`src/rtl/core_link_master_if.sv`:
```
// ---------------------------------------------------------------------------
// core_link_master_if
//   Groups the host-side streams and the core-side word link of
//   core_link_master into one bundle.
//
//   Parameter
//     RX_DEPTH     receive FIFO depth; sets the width of rx_level
//
//   Signals (directions as seen by the master, i.e. core_link_master)
//     tx_word      in   16  upstream word to send
//     tx_valid     in    1  upstream word available
//     tx_ready     out   1  word accepted this cycle
//     rx_word      out  16  head of receive FIFO
//     rx_valid     out   1  receive FIFO not empty
//     rx_ready     in    1  upstream pops on rx_valid & rx_ready
//     link_data    out  16  to core data_in
//     link_valid   out   1  to core data_in_valid
//     link_rdata   in   16  from core data_out
//     link_rvalid  in    1  from core data_out_valid
//     link_done    out   1  to core tx_done
//     rx_overflow  out   1  sticky protocol-violation flag
//     rx_level     out   L  receive FIFO occupancy, L = clog2(RX_DEPTH)+1
//
//   Modports
//     master  core_link_master side
//     slave   host driver / core model side
// ---------------------------------------------------------------------------
interface core_link_master_if #(
  parameter int RX_DEPTH = 4
);
  localparam int LVL_W = $clog2(RX_DEPTH) + 1;

  logic [15:0]      tx_word;
  logic             tx_valid;
  logic             tx_ready;
  logic [15:0]      rx_word;
  logic             rx_valid;
  logic             rx_ready;
  logic [15:0]      link_data;
  logic             link_valid;
  logic [15:0]      link_rdata;
  logic             link_rvalid;
  logic             link_done;
  logic             rx_overflow;
  logic [LVL_W-1:0] rx_level;

  modport master (
    input  tx_word, tx_valid, rx_ready, link_rdata, link_rvalid,
    output tx_ready, rx_word, rx_valid, link_data, link_valid,
           link_done, rx_overflow, rx_level
  );

  modport slave (
    output tx_word, tx_valid, rx_ready, link_rdata, link_rvalid,
    input  tx_ready, rx_word, rx_valid, link_data, link_valid,
           link_done, rx_overflow, rx_level
  );
endinterface

```
`src/rtl/core_link_master.sv`:
```
// ---------------------------------------------------------------------------
// core_link_master
//   Host-side partner of the processing core's word link.
//
//   Send path: accepts 16-bit words from an upstream valid/ready stream and
//   presents each one to the core as one clean pulse of link_valid
//   (HOLD_CYCLES high, GAP_CYCLES low), with link_data stable from accept
//   until the next accept.
//
//   Receive path: captures each word on a rising edge of link_rvalid, stores
//   it in a small first-word-fall-through FIFO and answers with a link_done
//   pulse of DONE_CYCLES cycles. When the FIFO is full the word waits in a
//   skid register and link_done is withheld, which stalls the core.
//
//   Ports
//     clk   clock, everything on posedge
//     rst   synchronous reset, active-high
//     bus   core_link_master_if.master (host streams + core link)
//
//   Parameters
//     HOLD_CYCLES  link_valid high time per word (>=1)
//     GAP_CYCLES   link_valid low time after each word (>=1)
//     DONE_CYCLES  link_done high time per captured word (>=1)
//     RX_DEPTH     receive FIFO depth, power of 2, >=2
// ---------------------------------------------------------------------------
module core_link_master #(
  parameter int HOLD_CYCLES = 2,
  parameter int GAP_CYCLES  = 2,
  parameter int DONE_CYCLES = 2,
  parameter int RX_DEPTH    = 4
) (
  input  logic                  clk,
  input  logic                  rst,
  core_link_master_if.master    bus
);

  localparam int PTR_W = $clog2(RX_DEPTH);
  localparam int LVL_W = PTR_W + 1;
  localparam int CNT_W = 16;

  localparam logic [CNT_W-1:0] HOLD_LAST = CNT_W'(HOLD_CYCLES - 1);
  localparam logic [CNT_W-1:0] GAP_LAST  = CNT_W'(GAP_CYCLES - 1);
  localparam logic [CNT_W-1:0] DONE_LAST = CNT_W'(DONE_CYCLES - 1);
  localparam logic [LVL_W-1:0] LVL_FULL  = LVL_W'(RX_DEPTH);

  // -------------------------------------------------------------------------
  // Send FSM
  // -------------------------------------------------------------------------
  typedef enum logic [1:0] {
    S_IDLE,
    S_HOLD,
    S_GAP
  } send_state_t;

  send_state_t      s_state_reg, s_state_next;
  logic [CNT_W-1:0] s_cnt_reg, s_cnt_next;
  logic [15:0]      link_data_reg, link_data_next;
  logic             link_valid_reg, link_valid_next;
  logic             tx_ready_reg, tx_ready_next;

  always_ff @(posedge clk) begin
    if (rst) begin
      s_state_reg    <= S_IDLE;
      s_cnt_reg      <= '0;
      link_data_reg  <= '0;
      link_valid_reg <= 1'b0;
      tx_ready_reg   <= 1'b0;
    end else begin
      s_state_reg    <= s_state_next;
      s_cnt_reg      <= s_cnt_next;
      link_data_reg  <= link_data_next;
      link_valid_reg <= link_valid_next;
      tx_ready_reg   <= tx_ready_next;
    end
  end

  always_comb begin
    s_state_next   = s_state_reg;
    s_cnt_next     = s_cnt_reg;
    link_data_next = link_data_reg;

    unique case (s_state_reg)
      S_IDLE: begin
        // tx_ready_reg is low in the first idle cycle after reset, so the
        // accept test uses the registered ready rather than the state alone.
        if (bus.tx_valid && tx_ready_reg) begin
          link_data_next = bus.tx_word;
          s_cnt_next     = '0;
          s_state_next   = S_HOLD;
        end
      end
      S_HOLD: begin
        if (s_cnt_reg == HOLD_LAST) begin
          s_cnt_next   = '0;
          s_state_next = S_GAP;
        end else begin
          s_cnt_next = s_cnt_reg + 1'b1;
        end
      end
      S_GAP: begin
        if (s_cnt_reg == GAP_LAST) begin
          s_cnt_next   = '0;
          s_state_next = S_IDLE;
        end else begin
          s_cnt_next = s_cnt_reg + 1'b1;
        end
      end
      default: begin
        s_cnt_next   = '0;
        s_state_next = S_IDLE;
      end
    endcase

    // Both outputs are registered copies of the next state, so they change
    // on the same edge as the state they describe.
    link_valid_next = (s_state_next == S_HOLD);
    tx_ready_next   = (s_state_next == S_IDLE);
  end

  // -------------------------------------------------------------------------
  // Receive FIFO (first-word-fall-through)
  // -------------------------------------------------------------------------
  logic [15:0]      mem [RX_DEPTH];
  logic [PTR_W-1:0] wr_ptr_reg, wr_ptr_next;
  logic [PTR_W-1:0] rd_ptr_reg, rd_ptr_next;
  logic [LVL_W-1:0] level_reg, level_next;
  logic             fifo_full;
  logic             fifo_push;
  logic             fifo_pop;
  logic [15:0]      push_data;

  assign fifo_full = (level_reg == LVL_FULL);
  assign fifo_pop  = (level_reg != '0) && bus.rx_ready;

  always_comb begin
    wr_ptr_next = wr_ptr_reg;
    rd_ptr_next = rd_ptr_reg;
    level_next  = level_reg;
    // Pointers are PTR_W bits wide, so the increment wraps modulo RX_DEPTH.
    if (fifo_push) begin
      wr_ptr_next = wr_ptr_reg + 1'b1;
    end
    if (fifo_pop) begin
      rd_ptr_next = rd_ptr_reg + 1'b1;
    end
    if (fifo_push && !fifo_pop) begin
      level_next = level_reg + 1'b1;
    end else if (!fifo_push && fifo_pop) begin
      level_next = level_reg - 1'b1;
    end
  end

  always_ff @(posedge clk) begin
    if (rst) begin
      wr_ptr_reg <= '0;
      rd_ptr_reg <= '0;
      level_reg  <= '0;
    end else begin
      wr_ptr_reg <= wr_ptr_next;
      rd_ptr_reg <= rd_ptr_next;
      level_reg  <= level_next;
    end
  end

  // Storage needs no reset: rx_valid masks every entry until it is written.
  always_ff @(posedge clk) begin
    if (fifo_push) begin
      mem[wr_ptr_reg] <= push_data;
    end
  end

  // -------------------------------------------------------------------------
  // Receive edge detect and FSM
  // -------------------------------------------------------------------------
  typedef enum logic [1:0] {
    R_WAIT,
    R_STALL,
    R_DONE,
    R_GAP
  } recv_state_t;

  recv_state_t      r_state_reg, r_state_next;
  logic [CNT_W-1:0] r_cnt_reg, r_cnt_next;
  logic [15:0]      skid_reg, skid_next;
  logic             rvalid_prev_reg;
  logic             link_done_reg, link_done_next;
  logic             overflow_reg, overflow_next;
  logic             rise;

  // rvalid_prev_reg resets high so a link_rvalid level held across reset is
  // not mistaken for a new word.
  assign rise = bus.link_rvalid && !rvalid_prev_reg;

  always_ff @(posedge clk) begin
    if (rst) begin
      r_state_reg     <= R_WAIT;
      r_cnt_reg       <= '0;
      skid_reg        <= '0;
      rvalid_prev_reg <= 1'b1;
      link_done_reg   <= 1'b0;
      overflow_reg    <= 1'b0;
    end else begin
      r_state_reg     <= r_state_next;
      r_cnt_reg       <= r_cnt_next;
      skid_reg        <= skid_next;
      rvalid_prev_reg <= bus.link_rvalid;
      link_done_reg   <= link_done_next;
      overflow_reg    <= overflow_next;
    end
  end

  always_comb begin
    r_state_next = r_state_reg;
    r_cnt_next   = r_cnt_reg;
    skid_next    = skid_reg;
    fifo_push    = 1'b0;
    push_data    = bus.link_rdata;

    unique case (r_state_reg)
      R_WAIT: begin
        if (rise) begin
          if (!fifo_full) begin
            fifo_push    = 1'b1;
            r_cnt_next   = '0;
            r_state_next = R_DONE;
          end else begin
            skid_next    = bus.link_rdata;
            r_state_next = R_STALL;
          end
        end
      end
      R_STALL: begin
        // fifo_full is the registered level, so a pop lands as free space
        // one cycle later; the push therefore never meets a full FIFO.
        if (!fifo_full) begin
          fifo_push    = 1'b1;
          push_data    = skid_reg;
          r_cnt_next   = '0;
          r_state_next = R_DONE;
        end
      end
      R_DONE: begin
        if (r_cnt_reg == DONE_LAST) begin
          r_cnt_next   = '0;
          r_state_next = R_GAP;
        end else begin
          r_cnt_next = r_cnt_reg + 1'b1;
        end
      end
      R_GAP: begin
        // One low cycle of link_done so the core sees a fresh edge next time.
        r_state_next = R_WAIT;
      end
      default: begin
        r_cnt_next   = '0;
        r_state_next = R_WAIT;
      end
    endcase

    // A word arriving while the previous one is still being acknowledged is
    // dropped; the flag records that the core broke the handshake.
    overflow_next  = overflow_reg || (rise && (r_state_reg != R_WAIT));
    link_done_next = (r_state_next == R_DONE);
  end

  // -------------------------------------------------------------------------
  // Outputs
  // -------------------------------------------------------------------------
  assign bus.tx_ready    = tx_ready_reg;
  assign bus.link_data   = link_data_reg;
  assign bus.link_valid  = link_valid_reg;
  assign bus.link_done   = link_done_reg;
  assign bus.rx_overflow = overflow_reg;
  assign bus.rx_level    = level_reg;
  assign bus.rx_valid    = (level_reg != '0);
  assign bus.rx_word     = mem[rd_ptr_reg];

endmodule

```
`src/flat_wrapper.sv`:
```
// flat-port wrapper written by rule: the top's interface ports become plain ports
module core_link_master_flat 
#(
  parameter int HOLD_CYCLES = 2,
  parameter int GAP_CYCLES  = 2,
  parameter int DONE_CYCLES = 2,
  parameter int RX_DEPTH    = 4
)
  (clk, rst, bus_tx_word, bus_tx_valid, bus_rx_ready, bus_link_rdata, bus_link_rvalid, bus_tx_ready, bus_rx_word, bus_rx_valid, bus_link_data, bus_link_valid, bus_link_done, bus_rx_overflow, bus_rx_level);
  core_link_master_if #(.RX_DEPTH(RX_DEPTH)) bus_i ();
  input  logic clk;
  input  logic rst;
  input wire logic [$bits(bus_i.tx_word)-1:0] bus_tx_word;
  input wire logic [$bits(bus_i.tx_valid)-1:0] bus_tx_valid;
  input wire logic [$bits(bus_i.rx_ready)-1:0] bus_rx_ready;
  input wire logic [$bits(bus_i.link_rdata)-1:0] bus_link_rdata;
  input wire logic [$bits(bus_i.link_rvalid)-1:0] bus_link_rvalid;
  output wire logic [$bits(bus_i.tx_ready)-1:0] bus_tx_ready;
  output wire logic [$bits(bus_i.rx_word)-1:0] bus_rx_word;
  output wire logic [$bits(bus_i.rx_valid)-1:0] bus_rx_valid;
  output wire logic [$bits(bus_i.link_data)-1:0] bus_link_data;
  output wire logic [$bits(bus_i.link_valid)-1:0] bus_link_valid;
  output wire logic [$bits(bus_i.link_done)-1:0] bus_link_done;
  output wire logic [$bits(bus_i.rx_overflow)-1:0] bus_rx_overflow;
  output wire logic [$bits(bus_i.rx_level)-1:0] bus_rx_level;
  assign bus_i.tx_word = bus_tx_word;
  assign bus_i.tx_valid = bus_tx_valid;
  assign bus_i.rx_ready = bus_rx_ready;
  assign bus_i.link_rdata = bus_link_rdata;
  assign bus_i.link_rvalid = bus_link_rvalid;
  assign bus_tx_ready = bus_i.tx_ready;
  assign bus_rx_word = bus_i.rx_word;
  assign bus_rx_valid = bus_i.rx_valid;
  assign bus_link_data = bus_i.link_data;
  assign bus_link_valid = bus_i.link_valid;
  assign bus_link_done = bus_i.link_done;
  assign bus_rx_overflow = bus_i.rx_overflow;
  assign bus_rx_level = bus_i.rx_level;
  core_link_master #(.HOLD_CYCLES(HOLD_CYCLES), .GAP_CYCLES(GAP_CYCLES), .DONE_CYCLES(DONE_CYCLES), .RX_DEPTH(RX_DEPTH)) u_core (.clk(clk), .rst(rst), .bus(bus_i));
endmodule
```
`config.mk`:
```
export PLATFORM = sky130hd
export DESIGN_NAME = core_link_master_flat
export DESIGN_NICKNAME = d
export VERILOG_FILES = /design/src/rtl/core_link_master_if.sv /design/src/rtl/core_link_master.sv /design/src/flat_wrapper.sv
export SDC_FILE = /design/constraint.sdc
export NUM_CORES = 1
export LEC_CHECK = 0
export BUFFER_PORTS_ARGS = -buffer_cell sky130_fd_sc_hd__buf_2
export CAP_MARGIN = 10
export CORE_ASPECT_RATIO = 1.2
export CORE_MARGIN = 2
export CORE_UTILIZATION = 57
export CTS_CLUSTER_DIAMETER = 60
export DETAILED_ROUTE_END_ITERATION = 12
export PLACE_DENSITY = 0.83
export SYNTH_ARGS = -nofsm -noshare
export SYNTH_HDL_FRONTEND = slang
export SYNTH_SLANG_ARGS = --single-unit
```
`constraint.sdc`:
```
create_clock -name clk -period 3.8 [get_ports clk]
set_clock_uncertainty 0.15 [all_clocks]
set_input_delay 0.19 -clock clk [delete_from_list [all_inputs] [get_ports clk]]
set_output_delay 0.19 -clock clk [all_outputs]
set_load 0.1 [all_outputs]
```
==> results of run 1 <==
-- kinds of logic (layout without fill, tap and decap cells) --
| kind of cell | after synthesis | after routing | share of synthesized area |
|---|---|---|---|
| fa+ha+maj | 14 | 14 | 0.0300 |
| buf+inv | 35 | 156 | 0.0277 |
| mux | 35 | 35 | 0.0937 |
| compound gates | 72 | 72 | 0.0678 |
| xor+xnor | 23 | 23 | 0.0331 |
| flops | 146 | 146 | 0.585 |
| simple gates | 200 | 200 | 0.162 |
-- synth_stat cells, types with 7 or more instances --
library cell	count
dfxtp_1	82
ha_1	13
a31oi_1	8
nand2_1	87
nand3_1	13
nor3_1	7
o21ai_0	9
mux4_2	16
a21oi_1	42
mux2_2	16
edfxtp_1	64
inv_1	13
and3_1	8
nand4_1	7
nor2_1	38
xor2_1	18
clkbuf_1	8
-- layout by cell type (no fill, tap or decap), types with 4 or more instances in the layout --
master         count
nor2_1            38
and2_1             5
or3_1              6
o21ai_0            9
dfxtp_1           82
nand2b_1           4
nand4_1            7
mux2_2            16
inv_1             13
mux4_2            16
a21oi_1           42
edfxtp_1          64
nand3_1           13
xor2_1            18
nor3_1             7
and3_1             8
clkinvlp_4         5
buf_2             76
nand2_1           87
ha_1              13
a31oi_1            8
dlygate4sd3_1     33
xnor2_1            5
clkbuf_16         17
-- stage by stage --
stage	utilization	instances
floorplan	-	525
global placement	0.624	710
detailed placement	0.624	710
CTS	0.710	775
global route	0.710	775
finish	0.710	775
-- repair_timing --
item	4_1_cts	5_1_grt
setup buffers	0	0
endpoints found under the hold margin	49	0
setup endpoints to repair	0	0
hold buffers	33	0
-- power groups by stage --
stage	clock (mW)	combinational [mW]	sequential, mW
after detailed placement	0	1.29	1.82
after CTS	1.63	1.33	1.79
after floorplan	0	0.912	2.01
after global placement	0	1.28	1.81
after global routing	1.70	1.39	1.80
final	1.62	1.33	1.79
-- critical path, stage by stage --
cell and delay (ps):
dlygate4sd3_1 520, buf_2 110, nand2b_1 140, nor2b_1 220, nor3_2 390, ha_1 280, inv_1 60, fa_1 370
xor2_1 160, or3_1 320, a21oi_1 150
-- routing by layer --
metal  GRT usage  wire length [um]  vias up
met5           0                 0        -
met4      0.0968               249        0
met3      0.0534               745       27
met2       0.413              7040      177
met1       0.267              5130     2147
li1            -                 -     2088
-- cell type report --
type,count,area (um2),share of cell area
clock inverters,13,136,0.0183
repair buffers,111,726,0.0976
clock buffers,19,443,0.0596
well taps,129,161,0.0217
flip-flops and latches,146,3560,0.479
inverters,13,48.8,0.00656
multi-input cells,344,2360,0.317
-- worst paths after layout --
path	endpoint	slack, ps	depth (start not counted)	startpoint
min reg2reg	u_core.bus.link_data[13]	300	2	u_core.bus.link_data[13]
max reg2reg	u_core.bus.rx_level[2]	1120	9	u_core.rvalid_prev_reg
min	u_core.rd_ptr_reg[0]	20	4	bus_rx_ready
max	u_core.bus.rx_level[2]	1090	11	bus_link_rvalid
==> metrics.json, run 1 <==
{
  "clock_tree": {
    "cts_inserted_buffers": 17,
    "number_of_sinks_on_the_clock_net": 146,
    "path_clk_slew_ps": 60,
    "clock_latency_ps": 410,
    "clk_tree_root_cell": "clkbuf_16",
    "ctsLongestPathBuffers": 2,
    "tritoncts": "yes",
    "htree_num_levels": 4,
    "cts_resized": 0
  },
  "routing": {
    "post_drt_via_cell_ratio": 5.73,
    "via_count": 4439,
    "drt-wirelength-per-cell_um": 17.0,
    "drtPass1Iterations": 5,
    "wirelength_um": 13200,
    "drc_errors": 0,
    "drtIter0Drc": 237,
    "drt.antenna.violating_nets": 0
  },
  "finish": {
    "fraction_of_final_layout_cells_sized_beyond_drive_strength_1": 0.232,
    "insertedDiodeCount": 0,
    "largest-register": "u_core.mem",
    "largest_register_ff_count": 64,
    "layout.cell_area.non_filler_um2": 7430,
    "fin_nets": 684,
    "area.growth.synth_to_final_pct": 22.1,
    "fill_cells": 658
  },
  "yosys": {
    "syn_nets": 576,
    "synth.avg_cell_area_um2": 11.6,
    "netlist.top_cell.by_area": "edfxtp_1",
    "synth-seq-cells": 146,
    "synth_top_area_share": 0.316,
    "postSynthCellCount": 525,
    "synth_edf_count": 64,
    "syn-cell-area_um2": 6090,
    "async_set_or_reset_flop_fraction_in_the_synthesized_netlist": 0,
    "synthTopCellsByArea": "edfxtp_1 32%, dfxtp_1 27%, mux4_2 5.9%",
    "ys_dominant_reg_cell": "dfxtp_1",
    "synth_sequential_area_ratio": 0.585,
    "synth-warning-count": 0,
    "synth.lib_cells_used.distinct": 55
  },
  "sta": {
    "period_minus_slack_ps": 2710,
    "max_slew_margin": 0.303,
    "finalWorstSetupSlack_ps": 1090,
    "hold_slack_ps": 19.3,
    "fin_setup_tns_ps": 0,
    "slew_violations": 0,
    "maxClockFrequency_ghz": 0.369,
    "fin_crit_sh": 0.713,
    "grt_setup_unrepaired": "no",
    "tightestPinTransition_ps": 1050,
    "hold_viol_final": 0,
    "setup_viol_count_final": 0
  },
  "placement": {
    "pre_cts_slack_ps": 1150,
    "buffer_ports.inserted": 76,
    "routabilityCongestion": 0.822,
    "hpwlAfterDp_um": 7860,
    "detailed_place.area_um2": 6530
  },
  "die": {
    "std_cell_rows": 41,
    "num_io_pins": 77,
    "floorplan.die.width_um": 98.3,
    "initial_core_util": 0.582,
    "floorplan.die_area_um2": 11500,
    "core_area_um2": 10500,
    "die_h_um": 117
  },
  "global_route": {
    "gr-usage-all-layers": 0.230,
    "grt_pass1_vias": 4324,
    "antenna_found_initial": 0,
    "grt_pass1_wl_um": 20700,
    "grt_start_max_net_pins": 57,
    "grt.overflow.total": 0
  },
  "worst_setup_path": {
    "criticalPathCategory": "in -> reg",
    "cp_data_arrival_time_ps": 2890,
    "crit_required_ps": 3980,
    "crit_fanout": 7,
    "cp-start-kind": "input pin",
    "critPathCaptureType": "register"
  },
  "power_and_ir_drop": {
    "power_leakage_nw": 2.75,
    "power.share.combinational": 0.282,
    "finalPower_mw": 4.74,
    "ir_worst_vdd_uv": 346,
    "net-switching-power_mw": 1.72,
    "p_sw_frac": 0.364,
    "power-per-cell-area_nw_per_um2": 637,
    "portion_of_total_power_attributed_to_the_clock_network": 0.341,
    "cellInternalPower_mw": 3.01,
    "p_seq_frac": 0.377
  },
  "run_status": {
    "run_status": "finished clean"
  },
  "run": {
    "maxCapViolCount": 0
  },
  "min_path": {
    "timing.hold.worst.class": "in -> reg"
  }
}
(Power assumes the default switching activity.)
==> run 2, diff against run 1 <==
--- a/config.mk
+++ b/config.mk
@@ -9,10 +9,10 @@
 export CAP_MARGIN = 10
 export CORE_ASPECT_RATIO = 1.2
 export CORE_MARGIN = 2
-export CORE_UTILIZATION = 57
+export CORE_UTILIZATION = 52
 export CTS_CLUSTER_DIAMETER = 60
 export DETAILED_ROUTE_END_ITERATION = 12
-export PLACE_DENSITY = 0.83
+export PLACE_DENSITY = 0.8
 export SYNTH_ARGS = -nofsm -noshare
 export SYNTH_HDL_FRONTEND = slang
 export SYNTH_SLANG_ARGS = --single-unit
==> constraint.sdc (replaced) <==
create_clock -name clk -period 2.3 [get_ports clk]
set_clock_uncertainty 0.15 [all_clocks]
set_input_delay 0.115 -clock clk [delete_from_list [all_inputs] [get_ports clk]]
set_output_delay 0.115 -clock clk [all_outputs]
set_load 0.1 [all_outputs]
==> run 2 against run 1 <==
Wire length rose by 0.48%. Via count rose by 0.61%. Sequential power rose by 65%. Global-route usage fell by 1.4 points. Sequential share of layout area fell by 1.4 points. Hold slack improved by 11 ps. Core utilization fell by 4.3 points. First-iteration DRC count rose by 31%. Critical endpoint unchanged. Flip-flop and latch count did not move.
==> metrics.json, run 2 (same netlist as run 1, synthesis figures left out) <==
{
  "run_status": {
    "run_status": {"value": "finished clean", "change": "unchanged"}
  },
  "worst_setup_path": {
    "criticalPathCategory": {"value": "reg -> reg", "change": "was in -> reg"},
    "crit_required": {"value": 2480, "unit": "ps", "change": "was 3980 ps"},
    "capture_point_of_the_worst_reg_to_reg_path": {"value": "u_core.bus.rx_level[2]", "change": "unchanged"},
    "critPathCaptureType": {"value": "register", "change": "unchanged"},
    "cp-start-kind": {"value": "register", "change": "was input pin"},
    "cp_data_arrival_time": {"value": 2400, "unit": "ps", "change": "was 2890 ps"},
    "crit_fanout": {"value": 6, "change": "was 7"},
    "rr_worst_depth": {"value": 8, "change": "was 9"},
    "worstReg2RegStart": {"value": "u_core.bus.rx_level[2]", "change": "was u_core.rvalid_prev_reg"},
    "reg2reg_setup_slack": {"value": 90, "unit": "ps", "change": "was 1120 ps"}
  },
  "die": {
    "core_area": {"value": 11500, "unit": "um2", "change": "was 10,500 um2"},
    "num_io_pins": {"value": 77, "change": "unchanged"},
    "floorplan.die.width": {"value": 103, "unit": "um", "change": "was 98.3 um"},
    "die_h": {"value": 123, "unit": "um", "change": "was 117 um"},
    "floorplan.die_area": {"value": 12600, "unit": "um2", "change": "was 11,500 um2"},
    "std_cell_rows": {"value": 43, "change": "was 41"},
    "initial_core_util": {"value": 0.529, "change": "was 0.582"}
  },
  "global_route": {
    "grt_start_max_net_pins": {"value": 37, "change": "was 57"},
    "grt_pass1_wl": {"value": 21100, "unit": "um", "change": "was 20,700 um"},
    "grt_pass1_vias": {"value": 4549, "change": "was 4,324"},
    "antenna_found_initial": {"value": 0, "change": "unchanged"},
    "grt.overflow.total": {"value": 0, "change": "unchanged"},
    "gr-usage-all-layers": {"value": 0.216, "change": "was 0.230"}
  },
  "clock_tree": {
    "cts_inserted_buffers": {"value": 17, "change": "unchanged"},
    "path_clk_slew": {"value": 60, "unit": "ps", "change": "about the same"},
    "ctsLongestPathBuffers": {"value": 2, "change": "unchanged"},
    "clk_tree_root_cell": {"value": "clkbuf_16", "change": "unchanged"},
    "clock_latency": {"value": 410, "unit": "ps", "change": "about the same"},
    "htree_num_levels": {"value": 4, "change": "unchanged"},
    "number_of_sinks_on_the_clock_net": {"value": 146, "change": "unchanged"},
    "tritoncts": {"value": "yes", "change": "unchanged"}
  },
  "min_path": {
    "hold_start": {"value": "bus_tx_valid", "change": "was bus_rx_ready"},
    "worstHoldEndpoint": {"value": "u_core.s_cnt_reg[1]", "change": "was u_core.rd_ptr_reg[0]"},
    "timing.hold.worst.class": {"value": "in -> reg", "change": "unchanged"},
    "hold-path-cell-count": {"value": 4, "change": "unchanged"}
  },
  "placement": {
    "hpwlAfterDp": {"value": 8230, "unit": "um", "change": "was 7860 um"},
    "placedCellCount": {"value": 751, "change": "was 710"},
    "buffer_ports.inserted": {"value": 76, "change": "unchanged"},
    "detailed_place.area": {"value": 6700, "unit": "um2", "change": "was 6530 um2"},
    "routabilityCongestion": {"value": 0.812, "change": "was 0.822"},
    "pre_cts_slack": {"value": 78.0, "unit": "ps", "change": "was 1150 ps"}
  },
  "finish": {
    "largest-register": {"value": "u_core.mem", "change": "unchanged"},
    "fraction_of_final_layout_cells_sized_beyond_drive_strength_1": {"value": 0.256, "change": "was 0.232"},
    "layout.cell_area.non_filler": {"value": 7690, "unit": "um2", "change": "was 7430 um2"},
    "fill_cells": {"value": 786, "change": "was 658"},
    "fin_cells": {"value": 821, "change": "was 775"},
    "area.growth.synth_to_final": {"value": 26.3, "unit": "%", "change": "was 22.1%"},
    "layout.cells.most_common": {"value": "nand2_1", "change": "unchanged"},
    "fin_nets": {"value": 701, "change": "was 684"},
    "largest_register_ff_count": {"value": 64, "change": "unchanged"},
    "final_cell_mix": {"value": "86 x nand2_1, 79 x dfxtp_1, 76 x buf_2, 64 x edfxtp_1, 41 x a21oi_1", "change": "was 87 x nand2_1, 82 x dfxtp_1, 76 x buf_2, 64 x edfxtp_1, 42 x a21oi_1"},
    "layout.core_utilization": {"value": 0.668, "change": "was 0.710"}
  },
  "sta": {
    "maxClockFrequency_ghz": 0.452,
    "fin_crit_sh": 0.962,
    "max_slew_margin": {"value": 0.548, "change": "was 0.303"},
    "slew_violations": {"value": 0, "change": "unchanged"},
    "setup_viol_count_final": {"value": 0, "change": "unchanged"},
    "hold_viol_final": {"value": 0, "change": "unchanged"},
    "hold_slack": {"value": 30.2, "unit": "ps", "change": "was 19.3 ps"},
    "fin_setup_tns": {"value": 0, "unit": "ps", "change": "unchanged"},
    "grt_setup_unrepaired": {"value": "no", "change": "unchanged"},
    "finalWorstSetupSlack": {"value": 87.5, "unit": "ps", "change": "was 1090 ps"},
    "period_minus_slack_ps": 2210,
    "tightestPinTransition": {"value": 679, "unit": "ps", "change": "was 1050 ps"}
  },
  "run": {
    "maxCapViolCount": {"value": 0, "change": "unchanged"}
  },
  "routing": {
    "drtIter0Drc": {"value": 310, "change": "was 237"},
    "post_drt_via_cell_ratio": {"value": 5.44, "change": "was 5.73"},
    "drt.antenna.violating_nets": {"value": 0, "change": "unchanged"},
    "drt-wirelength-per-cell": {"value": 16.1, "unit": "um", "change": "was 17.0 um"},
    "drtPass1Iterations": {"value": 5, "change": "unchanged"},
    "drc_errors": {"value": 0, "change": "unchanged"},
    "via_count": {"value": 4466, "change": "was 4,439"},
    "wirelength": {"value": 13200, "unit": "um", "change": "about the same"}
  },
  "power_and_ir_drop": {
    "finalPower": {"value": 8.07, "unit": "mW", "change": "was 4.74 mW"},
    "power-per-cell-area": {"value": 1050, "unit": "nW/um2", "change": "was 637 nW/um2"},
    "power_leakage": {"value": 2.87, "unit": "nW", "change": "was 2.75 nW"},
    "ir_worst_vdd": {"value": 669, "unit": "uV", "change": "was 346 uV"}
  }
}
[run 2: cell types whose count changed in the layout (fill, tap and decap cells not counted), sizes merged]
cell | before | now
inv | 14 | 15
bufinv | 2 | 4
clkbuf | 19 | 21
clkinv | 5 | 4
dlygate4sd3 | 33 | 36
buf | 78 | 92
diode | 0 | 1
clkinvlp | 5 | 1
[run 2: where the power goes]
| group | internal, mW | total (mW) | switching [mW] |
|---|---|---|---|
| clock network | 1.81 | 2.81 | 0.998 |
| logic | 0.593 | 2.31 | 1.72 |
| registers | 2.85 | 2.95 | 0.100 |
[run 2: cell type report]
cell class,instances,area [um2],area share
sequential,146,3570,0.465
clock buffer,21,440,0.0573
timing repair buffer,128,861,0.112
multi-input combinational,344,2400,0.312
clock inverter,11,163,0.0212
inverter,13,48.8,0.00635
tap,157,196,0.0256
antenna,1,2.50,0.000326
[run 2: layer usage]
metal,vias up,global-route usage,wire length [um]
met5,-,0,0
met4,0,0.0905,328
met3,30,0.0558,649
met2,137,0.386,7170
met1,2183,0.243,5080
li1,2116,-,-
[run 2: worst max path at each step]
| stage | cells past startpoint | start | end | slack (ps) |
|---|---|---|---|---|
| after floorplan | 8 | u_core.bus.rx_level[2] | u_core.bus.rx_level[2] | -120 |
| after global placement | 8 | u_core.bus.rx_level[1] | u_core.bus.rx_level[2] | 180 |
| after detailed placement | 9 | u_core.rvalid_prev_reg | u_core.bus.rx_level[2] | 80 |
| after CTS | 9 | u_core.rvalid_prev_reg | u_core.bus.rx_level[2] | 70 |
| after global routing | 7 | u_core.s_state_reg[1] | u_core.s_cnt_reg[6] | 10 |
| final | 8 | u_core.bus.rx_level[2] | u_core.bus.rx_level[2] | 90 |
[run 2: repair_timing]
action                     CTS  global route
hold buffers                36             0
gates resized for setup      0             4
hold endpoints to repair   105             0
setup endpoints to repair    0             1
setup buffers                0             1
[run 2: critical path, cell delays in order, from the launching register on]
cell	delay, ps
dfxtp_4	350
or3_4	410
nand2_4	90
ha_4	130
inv_1	40
fa_2	330
xor2_1	160
or3_1	340
a21oi_2	140
==> run 3, diff against run 2 <==
--- a/config.mk
+++ b/config.mk
@@ -6,7 +6,6 @@
 export NUM_CORES = 1
 export LEC_CHECK = 0
 export BUFFER_PORTS_ARGS = -buffer_cell sky130_fd_sc_hd__buf_2
-export CAP_MARGIN = 10
 export CORE_ASPECT_RATIO = 1.2
 export CORE_MARGIN = 2
 export CORE_UTILIZATION = 52
==> constraint.sdc (replaced) <==
create_clock -name clk -period 2.3 [get_ports clk]
set_clock_uncertainty 0.15 [all_clocks]
set_input_delay 0.69 -clock clk [delete_from_list [all_inputs] [get_ports clk]]
set_output_delay 0.69 -clock clk [all_outputs]
set_load 0.1 [all_outputs]
==> run 3 against run 2 <==
The run now ends with setup timing left. Die area stayed put. Sequential share of layout area up 0.80 points. Final cell count is 3.9% lower. Non-clock buffer count is 31 lower. Register-to-register slack about the same. Combinational power rose by 7%. Flip-flop and latch count unchanged. Worst setup slack lost 350 ps. Maximum frequency down 14%. Via count shrank 5.9%. Final area is 1.6% lower. Wire length fell by 5.4%. Critical path type is now reg -> out. Critical endpoint is now bus_rx_word[7].
==> metrics.json, run 3 (same netlist as run 1, synthesis figures left out) <==
{
  "routing": {
    "drt.antenna.violating_nets": {"value": 0, "change": "unchanged"},
    "post_drt_via_cell_ratio": {"value": 5.32, "change": "was 5.44"},
    "via_count": {"value": 4201, "change": "was 4,466"},
    "dr_wl_met3": {"value": 452, "unit": "um", "change": "was 649 um"},
    "topRoutingLayerUsed": {"value": "met4", "change": "unchanged"},
    "dr_wl_met2": {"value": 6890, "unit": "um", "change": "was 7170 um"},
    "drtPass1Iterations": {"value": 4, "change": "was 5"},
    "drt-wirelength-per-cell": {"value": 15.8, "unit": "um", "change": "was 16.1 um"},
    "met1Wirelength": {"value": 5010, "unit": "um", "change": "was 5080 um"},
    "drtIter0Drc": {"value": 263, "change": "was 310"},
    "drc_errors": {"value": 0, "change": "unchanged"},
    "wirelength": {"value": 12500, "unit": "um", "change": "was 13,200 um"}
  },
  "global_route": {
    "antenna_found_initial": {"value": 0, "change": "unchanged"},
    "grt_start_max_net_pins": {"value": 56, "change": "was 37"},
    "grt.overflow.total": {"value": 0, "change": "unchanged"},
    "grt_pass1_vias": {"value": 4215, "change": "was 4,549"},
    "grt_pass1_wl": {"value": 20400, "unit": "um", "change": "was 21,100 um"},
    "gr-usage-all-layers": {"value": 0.209, "change": "was 0.216"}
  },
  "clock_tree": {
    "ctsHoldBuffers": {"value": 0, "change": "was 36"},
    "post-cts-setup-buffers": {"value": 0, "change": "unchanged"},
    "number_of_sinks_on_the_clock_net": {"value": 146, "change": "unchanged"},
    "htree_num_levels": {"value": 4, "change": "unchanged"},
    "clk_tree_root_cell": {"value": "clkbuf_16", "change": "unchanged"},
    "clock_latency": {"value": 410, "unit": "ps", "change": "about the same"},
    "ctsLongestPathBuffers": {"value": 2, "change": "unchanged"},
    "tritoncts": {"value": "yes", "change": "unchanged"},
    "cts_inserted_buffers": {"value": 17, "change": "unchanged"},
    "path_clk_slew": {"value": 60, "unit": "ps", "change": "about the same"}
  },
  "worst_setup_path": {
    "critPathCaptureType": {"value": "primary output", "change": "was register"},
    "worstReg2RegStart": {"value": "u_core.bus.rx_level[2]", "change": "unchanged"},
    "crit_required": {"value": 1460, "unit": "ps", "change": "was 2480 ps"},
    "criticalPathCategory": {"value": "reg -> out", "change": "was reg -> reg"},
    "cp_data_arrival_time": {"value": 1720, "unit": "ps", "change": "was 2400 ps"},
    "crit_fanout": {"value": 8, "change": "was 6"},
    "cp-start-kind": {"value": "register", "change": "unchanged"}
  },
  "finish": {
    "largest-register": {"value": "u_core.mem", "change": "unchanged"},
    "fill_cells": {"value": 850, "change": "was 786"},
    "register_area": {"value": 3580, "unit": "um2", "change": "was 3570 um2"},
    "fin_nets": {"value": 670, "change": "was 701"},
    "layout.core_utilization": {"value": 0.657, "change": "was 0.668"},
    "layout.cell_area.non_filler": {"value": 7570, "unit": "um2", "change": "was 7690 um2"},
    "multi_input_comb_area": {"value": 2390, "unit": "um2", "change": "was 2400 um2"},
    "fin_cells": {"value": 789, "change": "was 821"},
    "final_cell_mix": {"value": "86 x nand2_1, 78 x dfxtp_1, 64 x edfxtp_1, 59 x buf_2, 42 x a21oi_1", "change": "was 86 x nand2_1, 79 x dfxtp_1, 76 x buf_2, 64 x edfxtp_1, 41 x a21oi_1"},
    "area.growth.synth_to_final": {"value": 24.3, "unit": "%", "change": "was 26.3%"},
    "largest_register_ff_count": {"value": 64, "change": "unchanged"},
    "fraction_of_final_layout_cells_sized_beyond_drive_strength_1": {"value": 0.285, "change": "was 0.256"},
    "insertedDiodeCount": {"value": 0, "change": "was 1"},
    "layout.cells.most_common": {"value": "nand2_1", "change": "unchanged"}
  },
  "min_path": {
    "timing.hold.worst.class": {"value": "reg -> reg", "change": "was in -> reg"},
    "hold_start": {"value": "u_core.bus.link_data[15]", "change": "was bus_tx_valid"}
  },
  "sta": {
    "period_minus_slack": {"value": 2560, "unit": "ps", "change": "was 2210 ps"},
    "slew_violations": {"value": 0, "change": "unchanged"},
    "fin_setup_tns": {"value": -3630, "unit": "ps", "change": "was 0 ps"},
    "maxClockFrequency": {"value": 0.391, "unit": "GHz", "change": "was 0.452 GHz"},
    "finalWorstSetupSlack": {"value": -258, "unit": "ps", "change": "was 87.5 ps"},
    "grt_setup_unrepaired": {"value": "yes", "change": "was no"},
    "hold_viol_final": {"value": 0, "change": "unchanged"},
    "tightestPinTransition": {"value": 551, "unit": "ps", "change": "was 679 ps"},
    "max_slew_margin": {"value": 0.633, "change": "was 0.548"},
    "setup_viol_count_final": {"value": 16, "change": "was 0"},
    "hold_slack": {"value": 301, "unit": "ps", "change": "was 30.2 ps"},
    "fin_crit_sh": {"value": 1.11, "change": "was 0.962"}
  },
  "placement": {
    "hpwlAfterDp": {"value": 8050, "unit": "um", "change": "was 8230 um"},
    "buffer_ports.inserted": {"value": 76, "change": "unchanged"},
    "detailed_place.area": {"value": 6830, "unit": "um2", "change": "was 6700 um2"},
    "pre_cts_slack": {"value": -274, "unit": "ps", "change": "was 78.0 ps"},
    "routabilityCongestion": {"value": 0.866, "change": "was 0.812"},
    "placedCellCount": {"value": 756, "change": "was 751"}
  },
  "die": {
    "floorplan.die_area": {"value": 12600, "unit": "um2", "change": "unchanged"},
    "core_area": {"value": 11500, "unit": "um2", "change": "unchanged"},
    "num_io_pins": {"value": 77, "change": "unchanged"},
    "initial_core_util": {"value": 0.529, "change": "unchanged"},
    "floorplan.die.width": {"value": 103, "unit": "um", "change": "unchanged"},
    "std_cell_rows": {"value": 43, "change": "unchanged"},
    "die_h": {"value": 123, "unit": "um", "change": "unchanged"}
  },
  "power_and_ir_drop": {
    "power-per-cell-area": {"value": 1080, "unit": "nW/um2", "change": "was 1050 nW/um2"},
    "ir_worst_vdd": {"value": 563, "unit": "uV", "change": "was 669 uV"},
    "finalPower": {"value": 8.17, "unit": "mW", "change": "was 8.07 mW"},
    "power_leakage": {"value": 2.80, "unit": "nW", "change": "was 2.87 nW"}
  },
  "run_status": {
    "run_status": {"value": "finished, violations left", "change": "was finished clean"},
    "failed_checks": "setup timing"
  },
  "run": {
    "maxCapViolCount": {"value": 0, "change": "unchanged"}
  }
}
-- run 3: cell types whose count changed in the layout (fill, tap and decap cells not counted), moves of 3 or more --
cell	previous run	this run
buf_6	0	15
buf_12	0	8
clkinv_4	0	3
dlygate4sd3_1	36	0
buf_2	76	59
-- run 3: layer usage --
| layer | vias to the layer above | track usage |
|---|---|---|
| met4 | 0 | 0.0633 |
| met2 | 81 | 0.379 |
| li1 | 2061 | - |
| met1 | 2043 | 0.239 |
| met3 | 16 | 0.0569 |
| met5 | - | 0 |
-- run 3: area by class of cell --
| class | instances | share of cell area |
|---|---|---|
| Clock buffer | 19 | 0.0572 |
| Sequential cell | 146 | 0.473 |
| Clock inverter | 13 | 0.0212 |
| Inverter | 13 | 0.00645 |
| Timing Repair Buffer | 97 | 0.100 |
| Multi-Input combinational cell | 344 | 0.316 |
| Tap cell | 157 | 0.0260 |
-- run 3: what timing repair did --
action | CTS | global route
cloned | 1 | 0
gates resized for setup | 38 | 2
setup endpoints to repair | 17 | 18
-- run 3: worst paths after layout --
kind                                   end  slack, ps  cells past startpoint
hold / removal    u_core.bus.link_data[15]        300                      2
hold reg to reg   u_core.bus.link_data[15]        300                      2
setup / recovery            bus_rx_word[7]       -260                      3
setup reg to reg    u_core.bus.rx_level[2]         90                      8
-- run 3: worst max-delay path, cell delays in order, from the launching register on --
cell	delay (ps)
dfxtp_4	400
buf_12	160
mux4_2	540
buf_6	210
-- run 3: power by group --
group          internal [mW]  leakage [nW]  switching, mW
combinational          0.758          1.27           1.72
sequential              2.85          1.25          0.111
clock                   1.70         0.279           1.02
